$ cat config.mk
export PLATFORM = sky130hd
export DESIGN_NAME = comparison_display_flat
export DESIGN_NICKNAME = d
export VERILOG_FILES = /design/src/rtl/comparison_display_pkg.sv /design/src/rtl/comparison_display_if.sv /design/src/rtl/comparison_display_hex_to_seg.sv /design/src/rtl/comparison_display.sv /design/src/flat_wrapper.sv
export SDC_FILE = /design/constraint.sdc
export NUM_CORES = 1
export LEC_CHECK = 0
export CELL_PAD_IN_SITES_DETAIL_PLACEMENT = 2
export CELL_PAD_IN_SITES_GLOBAL_PLACEMENT = 2
export CORE_ASPECT_RATIO = 0.75
export CORE_MARGIN = 2
export CORE_UTILIZATION = 43
export CTS_BUF_LIST = sky130_fd_sc_hd__clkbuf_8
export DETAILED_ROUTE_END_ITERATION = 6
export PLACE_DENSITY = 0.95
export SLEW_MARGIN = 20
export SYNTH_ARGS = -nofsm -noshare
export SYNTH_HDL_FRONTEND = slang
export SYNTH_SLANG_ARGS = --single-unit
$ cat constraint.sdc
create_clock -name clk -period 5 [get_ports clk]
set_input_delay 1 -clock clk [delete_from_list [all_inputs] [get_ports clk]]
set_output_delay 1 -clock clk [all_outputs]
set_load 0.01 [all_outputs]
$ cat src/rtl/comparison_display_pkg.sv
// ---------------------------------------------------------------------------
// comparison_display_pkg
// Shared definitions for the comparison result display:
//   scan_state_t : which of the four digit slots is currently being driven
//   SEG_OFF      : segment word that turns every segment off (active-low)
//   AN_OFF       : anode word that disables every digit (active-low)
//   HEX_SEG      : 16-entry hex-to-segment table, bit order {g,f,e,d,c,b,a}
// ---------------------------------------------------------------------------
package comparison_display_pkg;

   typedef enum logic [1:0] {
      DIG0 = 2'd0,
      DIG1 = 2'd1,
      DIG2 = 2'd2,
      DIG3 = 2'd3
   } scan_state_t;

   localparam logic [6:0] SEG_OFF = 7'b1111111;
   localparam logic [3:0] AN_OFF  = 4'b1111;

   // Active-low segment patterns, listed from F down to 0 so that
   // HEX_SEG[n] is the pattern for hex digit n. b and d are lowercase
   // so they cannot be confused with 8 and 0.
   localparam logic [15:0][6:0] HEX_SEG = {
      7'b0001110,
      7'b0000110,
      7'b0100001,
      7'b1000110,
      7'b0000011,
      7'b0001000,
      7'b0010000,
      7'b0000000,
      7'b1111000,
      7'b0000010,
      7'b0010010,
      7'b0011001,
      7'b0110000,
      7'b0100100,
      7'b1111001,
      7'b1000000
   };

endpackage

$ cat src/rtl/comparison_display_if.sv
// ---------------------------------------------------------------------------
// comparison_display_if
// Bundles the capture inputs and the display outputs of comparison_display.
//   load   : single-cycle strobe, capture value/select on this edge
//   value  : 8-bit comparison result word
//   select : comparator mode that produced value (0 EQ, 1 GT, 2 LT, 3 MAX)
//   blank  : level, forces the display dark while high
//   seg    : segments {g,f,e,d,c,b,a}, active-low
//   anode  : digit enables, active-low, bit n drives digit n
// The master side drives the capture inputs; the slave is the display.
// ---------------------------------------------------------------------------
interface comparison_display_if;

   logic       load;
   logic [7:0] value;
   logic [1:0] select;
   logic       blank;
   logic [6:0] seg;
   logic [3:0] anode;

   modport master (
      output load,
      output value,
      output select,
      output blank,
      input  seg,
      input  anode
   );

   modport slave (
      input  load,
      input  value,
      input  select,
      input  blank,
      output seg,
      output anode
   );

endinterface

$ cat src/rtl/comparison_display_hex_to_seg.sv
// ---------------------------------------------------------------------------
// hex_to_seg
// Purely combinational hex digit decoder.
//   digit : 4-bit hex digit
//   seg   : active-low segment pattern {g,f,e,d,c,b,a}
// ---------------------------------------------------------------------------
module hex_to_seg
   import comparison_display_pkg::*;
(
   input  logic [3:0] digit,
   output logic [6:0] seg
);

   // The decode is a straight table lookup so the patterns live in one place.
   assign seg = HEX_SEG[digit];

endmodule

$ cat src/rtl/comparison_display.sv
// ---------------------------------------------------------------------------
// comparison_display
// Time-multiplexed four-digit driver for a comparator result.
//   clk : sole clock, rising edge
//   rst : asynchronous, active-high reset
//   bus : comparison_display_if.slave (load/value/select/blank in,
//         seg/anode out, both outputs registered)
// Digit 0 shows value[3:0], digit 1 shows value[7:4] with leading-zero
// suppression, digit 2 is always dark and digit 3 shows the select code.
// Parameter REFRESH_COUNT is the number of clocks each digit stays lit
// and must be at least 2.
// ---------------------------------------------------------------------------
module comparison_display
   import comparison_display_pkg::*;
#(
   parameter int REFRESH_COUNT = 50000
)
(
   input  logic                 clk,
   input  logic                 rst,
   comparison_display_if.slave  bus
);

   localparam int            CW       = $clog2(REFRESH_COUNT);
   localparam logic [CW-1:0] CNT_LAST = CW'(REFRESH_COUNT - 1);

   logic [CW-1:0] cnt_q, cnt_d;
   scan_state_t   state_q, state_d;
   logic [7:0]    hold_q, hold_d;
   logic [1:0]    hold_sel_q, hold_sel_d;
   logic [7:0]    shadow_q, shadow_d;
   logic [1:0]    shadow_sel_q, shadow_sel_d;
   logic [6:0]    seg_q, seg_d;
   logic [3:0]    anode_q, anode_d;
   logic          boundary;
   logic [3:0]    hex_digit;
   logic [6:0]    hex_seg;

   assign boundary = (cnt_q == CNT_LAST);

   // Next-state logic for the refresh counter, scan FSM and the two
   // capture stages. The hold register takes every load so the last one
   // in a digit period wins; the shadow only moves on a boundary so a
   // digit never changes while lit. A load that lands exactly on a
   // boundary bypasses the hold register so the new word is not delayed
   // by a whole digit period.
   always_comb begin
      cnt_d        = boundary ? '0 : cnt_q + CW'(1);
      state_d      = state_q;
      hold_d       = hold_q;
      hold_sel_d   = hold_sel_q;
      shadow_d     = shadow_q;
      shadow_sel_d = shadow_sel_q;

      if (bus.load) begin
         hold_d     = bus.value;
         hold_sel_d = bus.select;
      end

      if (boundary) begin
         shadow_d     = bus.load ? bus.value  : hold_q;
         shadow_sel_d = bus.load ? bus.select : hold_sel_q;
         case (state_q)
            DIG0:    state_d = DIG1;
            DIG1:    state_d = DIG2;
            DIG2:    state_d = DIG3;
            default: state_d = DIG0;
         endcase
      end
   end

   // Pick the nibble for the slot being scanned so that a single decoder
   // serves all digits. Digit 2 is never lit, so its nibble is a don't-care.
   always_comb begin
      case (state_q)
         DIG0:    hex_digit = shadow_q[3:0];
         DIG1:    hex_digit = shadow_q[7:4];
         DIG3:    hex_digit = {2'b00, shadow_sel_q};
         default: hex_digit = 4'h0;
      endcase
   end

   hex_to_seg u_hex_to_seg (
      .digit (hex_digit),
      .seg   (hex_seg)
   );

   // Output word for the current slot. Everything defaults to dark; only
   // a lit slot with blank low enables its own anode. Blank is a level
   // mask on the outputs only, so the scan keeps running underneath it.
   always_comb begin
      seg_d   = SEG_OFF;
      anode_d = AN_OFF;
      if (!bus.blank) begin
         case (state_q)
            DIG0: begin
               anode_d = 4'b1110;
               seg_d   = hex_seg;
            end
            DIG1: begin
               if (shadow_q[7:4] != 4'h0) begin
                  anode_d = 4'b1101;
                  seg_d   = hex_seg;
               end
            end
            DIG3: begin
               anode_d = 4'b0111;
               seg_d   = hex_seg;
            end
            default: begin
               anode_d = AN_OFF;
               seg_d   = SEG_OFF;
            end
         endcase
      end
   end

   // All state, including the display outputs, is registered here. Reset
   // darkens the display immediately and drops any capture in flight.
   always_ff @(posedge clk or posedge rst) begin
      if (rst) begin
         cnt_q        <= '0;
         state_q      <= DIG0;
         hold_q       <= 8'h00;
         hold_sel_q   <= 2'd0;
         shadow_q     <= 8'h00;
         shadow_sel_q <= 2'd0;
         seg_q        <= SEG_OFF;
         anode_q      <= AN_OFF;
      end else begin
         cnt_q        <= cnt_d;
         state_q      <= state_d;
         hold_q       <= hold_d;
         hold_sel_q   <= hold_sel_d;
         shadow_q     <= shadow_d;
         shadow_sel_q <= shadow_sel_d;
         seg_q        <= seg_d;
         anode_q      <= anode_d;
      end
   end

   assign bus.seg   = seg_q;
   assign bus.anode = anode_q;

endmodule

$ cat src/flat_wrapper.sv
// flat-port wrapper written by rule: the top's interface ports become plain ports
module comparison_display_flat import comparison_display_pkg::*;
#(
   parameter int REFRESH_COUNT = 50000
)
  (clk, rst, bus_load, bus_value, bus_select, bus_blank, bus_seg, bus_anode);
  comparison_display_if bus_i ();
  input  logic clk;
  input  logic rst;
  input wire logic [$bits(bus_i.load)-1:0] bus_load;
  input wire logic [$bits(bus_i.value)-1:0] bus_value;
  input wire logic [$bits(bus_i.select)-1:0] bus_select;
  input wire logic [$bits(bus_i.blank)-1:0] bus_blank;
  output wire logic [$bits(bus_i.seg)-1:0] bus_seg;
  output wire logic [$bits(bus_i.anode)-1:0] bus_anode;
  assign bus_i.load = bus_load;
  assign bus_i.value = bus_value;
  assign bus_i.select = bus_select;
  assign bus_i.blank = bus_blank;
  assign bus_seg = bus_i.seg;
  assign bus_anode = bus_i.anode;
  comparison_display #(.REFRESH_COUNT(REFRESH_COUNT)) u_core (.clk(clk), .rst(rst), .bus(bus_i));
endmodule
==> impl_results.md <==
- Outcome: finished clean
- Final hold viol count: 0
- Die footprint: 6350 um2
- Layout cells sized above 1: 21.6%
- Clock Skew: around 17 ps
- PostCTS Resize Cnt: 0
- Routed via count: around 1700
- Slew headroom: 27.3%
- Clock Latency Late Sink: 310 ps
- Sw Share: about a quarter
- Antenna cells: 0
- Top FF cell, synth: dfrtp_1
- CTS buffer count: 5
- Setup Fix Bufs, Post-CTS: 0
- Mapped cell area: 2460 um2
- DRT Pass-1 Iters: 4
- # rows: 23
- # IOs: 25
- Tcrit/Tclk final: 58.1%
- Critical Path AT: 3120 ps
- Final Setup Violations: 0
- Minimum clock period: 2910 ps
- Total grt overflow: 0
- First-pass GRT wire length: 11800 um
- Clock buffer depth: 2
- Comb pwr share: 11.4%
- Reg-to-Reg Start: u_core.state_q[1]
- Worst-Margin Slew: 1090 ps
- Clk slew on worst S/H paths: approximately 100 ps
- 1st-iter DRT viols: 144
- Largest net degree at the start of global routing: 49
- Sink Count: 48
- Worst Reg-to-Reg Cells: 9
- Maximum VDD drop: around 0.11 mV
- Max H-tree Level: 2
- Peak Freq: around 0.34 GHz
- IO Port Bufs: 23
- Core box area: 5440 um2
- Clock power frac: 33.0%
- Hold_buf cts: 0
- Layout area overhead: 14.7%
- Required @ worst endpoint: 5210 ps
- Post-synth EDFFs: 0
- Leakage: about 1.2 nW
- HPWL Detailed: 5100 um
- Max cap viols: 0
- Die height: just under 70 um
- Slew Viols, Final: 0
- Initial Util: 45.3%
- P_int: 0.000561 W
- Crit path max fanout: 8
- Die X: between 90 and 100 um
- Reg2reg setup slack: 2090 ps
- Initial antenna violation count: 0
- Crit. Startpoint: u_core.state_q[1]
- Routed WL: around 7200 um
- Crit path launch type: flop
- Yosys cell types: 50
- Yosys warns: 0
- NetSw: roughly 0.00019 W
- Placer Congestion: 0.773
- Most frequent cells in the layout: dfrtp_1, clkdlybuf4s50_1, nor2_1
- Commonest non-fill, non-tap cell in the layout: dfrtp_1
- Placed Area: 2730 um2
- Syn_nets: 232
- GRT Overall Usage: 24.5%
- Layout net count: 254
- Hold crit path type: reg -> reg
- Post-route cell area: 2820 um2
- Sequential cell fraction of total power: 55.5%
- Detail Route Antenna Nets: 0
- Seq cells post-synth: between 40 and 50
- DRC Markers: 0
- Crit. End Element: flop
- Hold Slack: 516 ps
- Vias in the first global route: 2006
- Power Density: roughly 270 nW/um2
- Worst reg2reg path endpoint: u_core.bus.seg[6]
- Setup CP Type: reg -> reg
- WL/cell: 23.9 um
- Asr flop ratio synth: 100%
- CTS tree: built
- Root Buffer: clkbuf_8
- Register area share after synthesis: 49.3%
- Setup_tns: 0 ps
- Post-Syn Instances: 204
- Critical Path Sink: u_core.bus.seg[6]
- Syn_area_per_cell: 12.1 um2
- Vias per Instance: 5.73
- RSZ-0062 raised after global routing: false
==> cells in the mapped netlist, types with 2 or more instances <==
cell type	count	area, um2
nand2_1	4	15.0
a21oi_1	5	25.0
nor3_1	7	35.0
dfstp_2	10	263
mux2_2	13	146
buf_4	3	22.5
xor2_1	7	61.3
or3_1	2	12.5
mux2_4	9	135
a222oi_1	2	20.0
mux2i_1	3	30.0
nand2b_1	2	12.5
nor2_1	15	56.3
ha_1	14	175
buf_6	2	22.5
and4bb_2	2	25.0
inv_1	10	37.5
nand3_1	6	30.0
o21ai_0	3	15.0
a31oi_1	2	12.5
nand4_1	4	25.0
dfrtp_1	38	951
nor4_1	7	43.8
xnor2_1	8	70.1
==> registers in the layout (all words and copies together), names as in the netlist <==
name                 count
u_core.bus.anode         3
u_core.hold_q            8
u_core.shadow_sel_q      2
u_core.bus.seg           7
u_core.hold_sel_q        2
u_core.shadow_q          8
u_core.cnt_q            16
u_core.state_q           2
==> logic make-up (layout without fill, tap and decap cells) <==
group                      Yosys count  count (layout)  synth area share (%)
DFF                                 48              48                  49.3
xor gates and xnor gates            15              15                  5.34
other                                1               1                 0.152
buffers and inverters               18              41                  3.91
and+or+nand+nor                     60              60                  14.7
adders and majority gates           14              14                  7.11
muxes                               25              25                  12.7
AOI/OAI and AO/OA                   23              23                  6.81
==> metrics by stage <==
stage	std cells	utilization (%)	setup slack, ps	power, W
after floorplan	204	-	2650	0.000469
after global placement	294	50.1	2420	0.000499
after detailed placement	294	50.1	2220	0.000508
after CTS	302	51.9	2090	0.000753
after global routing	302	51.9	1880	0.000780
final	302	51.9	2090	0.000751
==> critical path: stages, from the launching register on <==
cell and delay [ps]:
dfrtp_1 440, inv_1 110, ha_1 310, a222oi_1 650, or2_2 270, inv_1 100, ha_1 230, mux2_2 290
a221oi_1 320, nor2_1 100
==> metal layers <==
metal | share of wire (%) | vias to the layer above | track usage, % | wire length [um]
met1 | 41 | 881 | 29.4 | 2960
li1 | - | 771 | - | -
met3 | 4.4 | 23 | 6.09 | 315
met4 | 3.6 | 0 | 9.93 | 256
met2 | 51 | 54 | 42.2 | 3680
met5 | 0 | - | 0 | 0
==> power groups by stage <==
stage	Sequential, W	Clock, W	Combinational (W)
after floorplan	0.000424	0	0.0000455
after global placement	0.000423	0	0.0000760
after detailed placement	0.000424	0	0.0000842
after CTS	0.000417	0.000250	0.0000858
after global routing	0.000419	0.000268	0.0000922
final	0.000417	0.000248	0.0000859
==> worst min path at each step <==
stage	slack, ps	end	startpoint	cells past startpoint
after detailed placement	490	u_core.hold_q[1]	u_core.hold_q[1]	1
after global routing	540	u_core.hold_q[7]	u_core.hold_q[7]	1
after floorplan	450	u_core.cnt_q[0]	u_core.cnt_q[0]	1
final	520	u_core.hold_q[7]	u_core.hold_q[7]	1
after global placement	480	u_core.hold_q[6]	u_core.hold_q[6]	1
after CTS	520	u_core.hold_q[1]	u_core.hold_q[1]	1
==> cell type report <==
| type | count | area (um2) |
|---|---|---|
| Fill cell | 520 | 2620 |
| Inverter | 10 | 38.8 |
| Sequential cell | 48 | 1210 |
| Clock inverter | 2 | 12.5 |
| Multi-Input combinational cell | 138 | 1150 |
| Clock buffer | 6 | 82.6 |
| Timing Repair Buffer | 23 | 230 |
| Tap cell | 75 | 93.8 |
(Power assumes the default switching activity.)
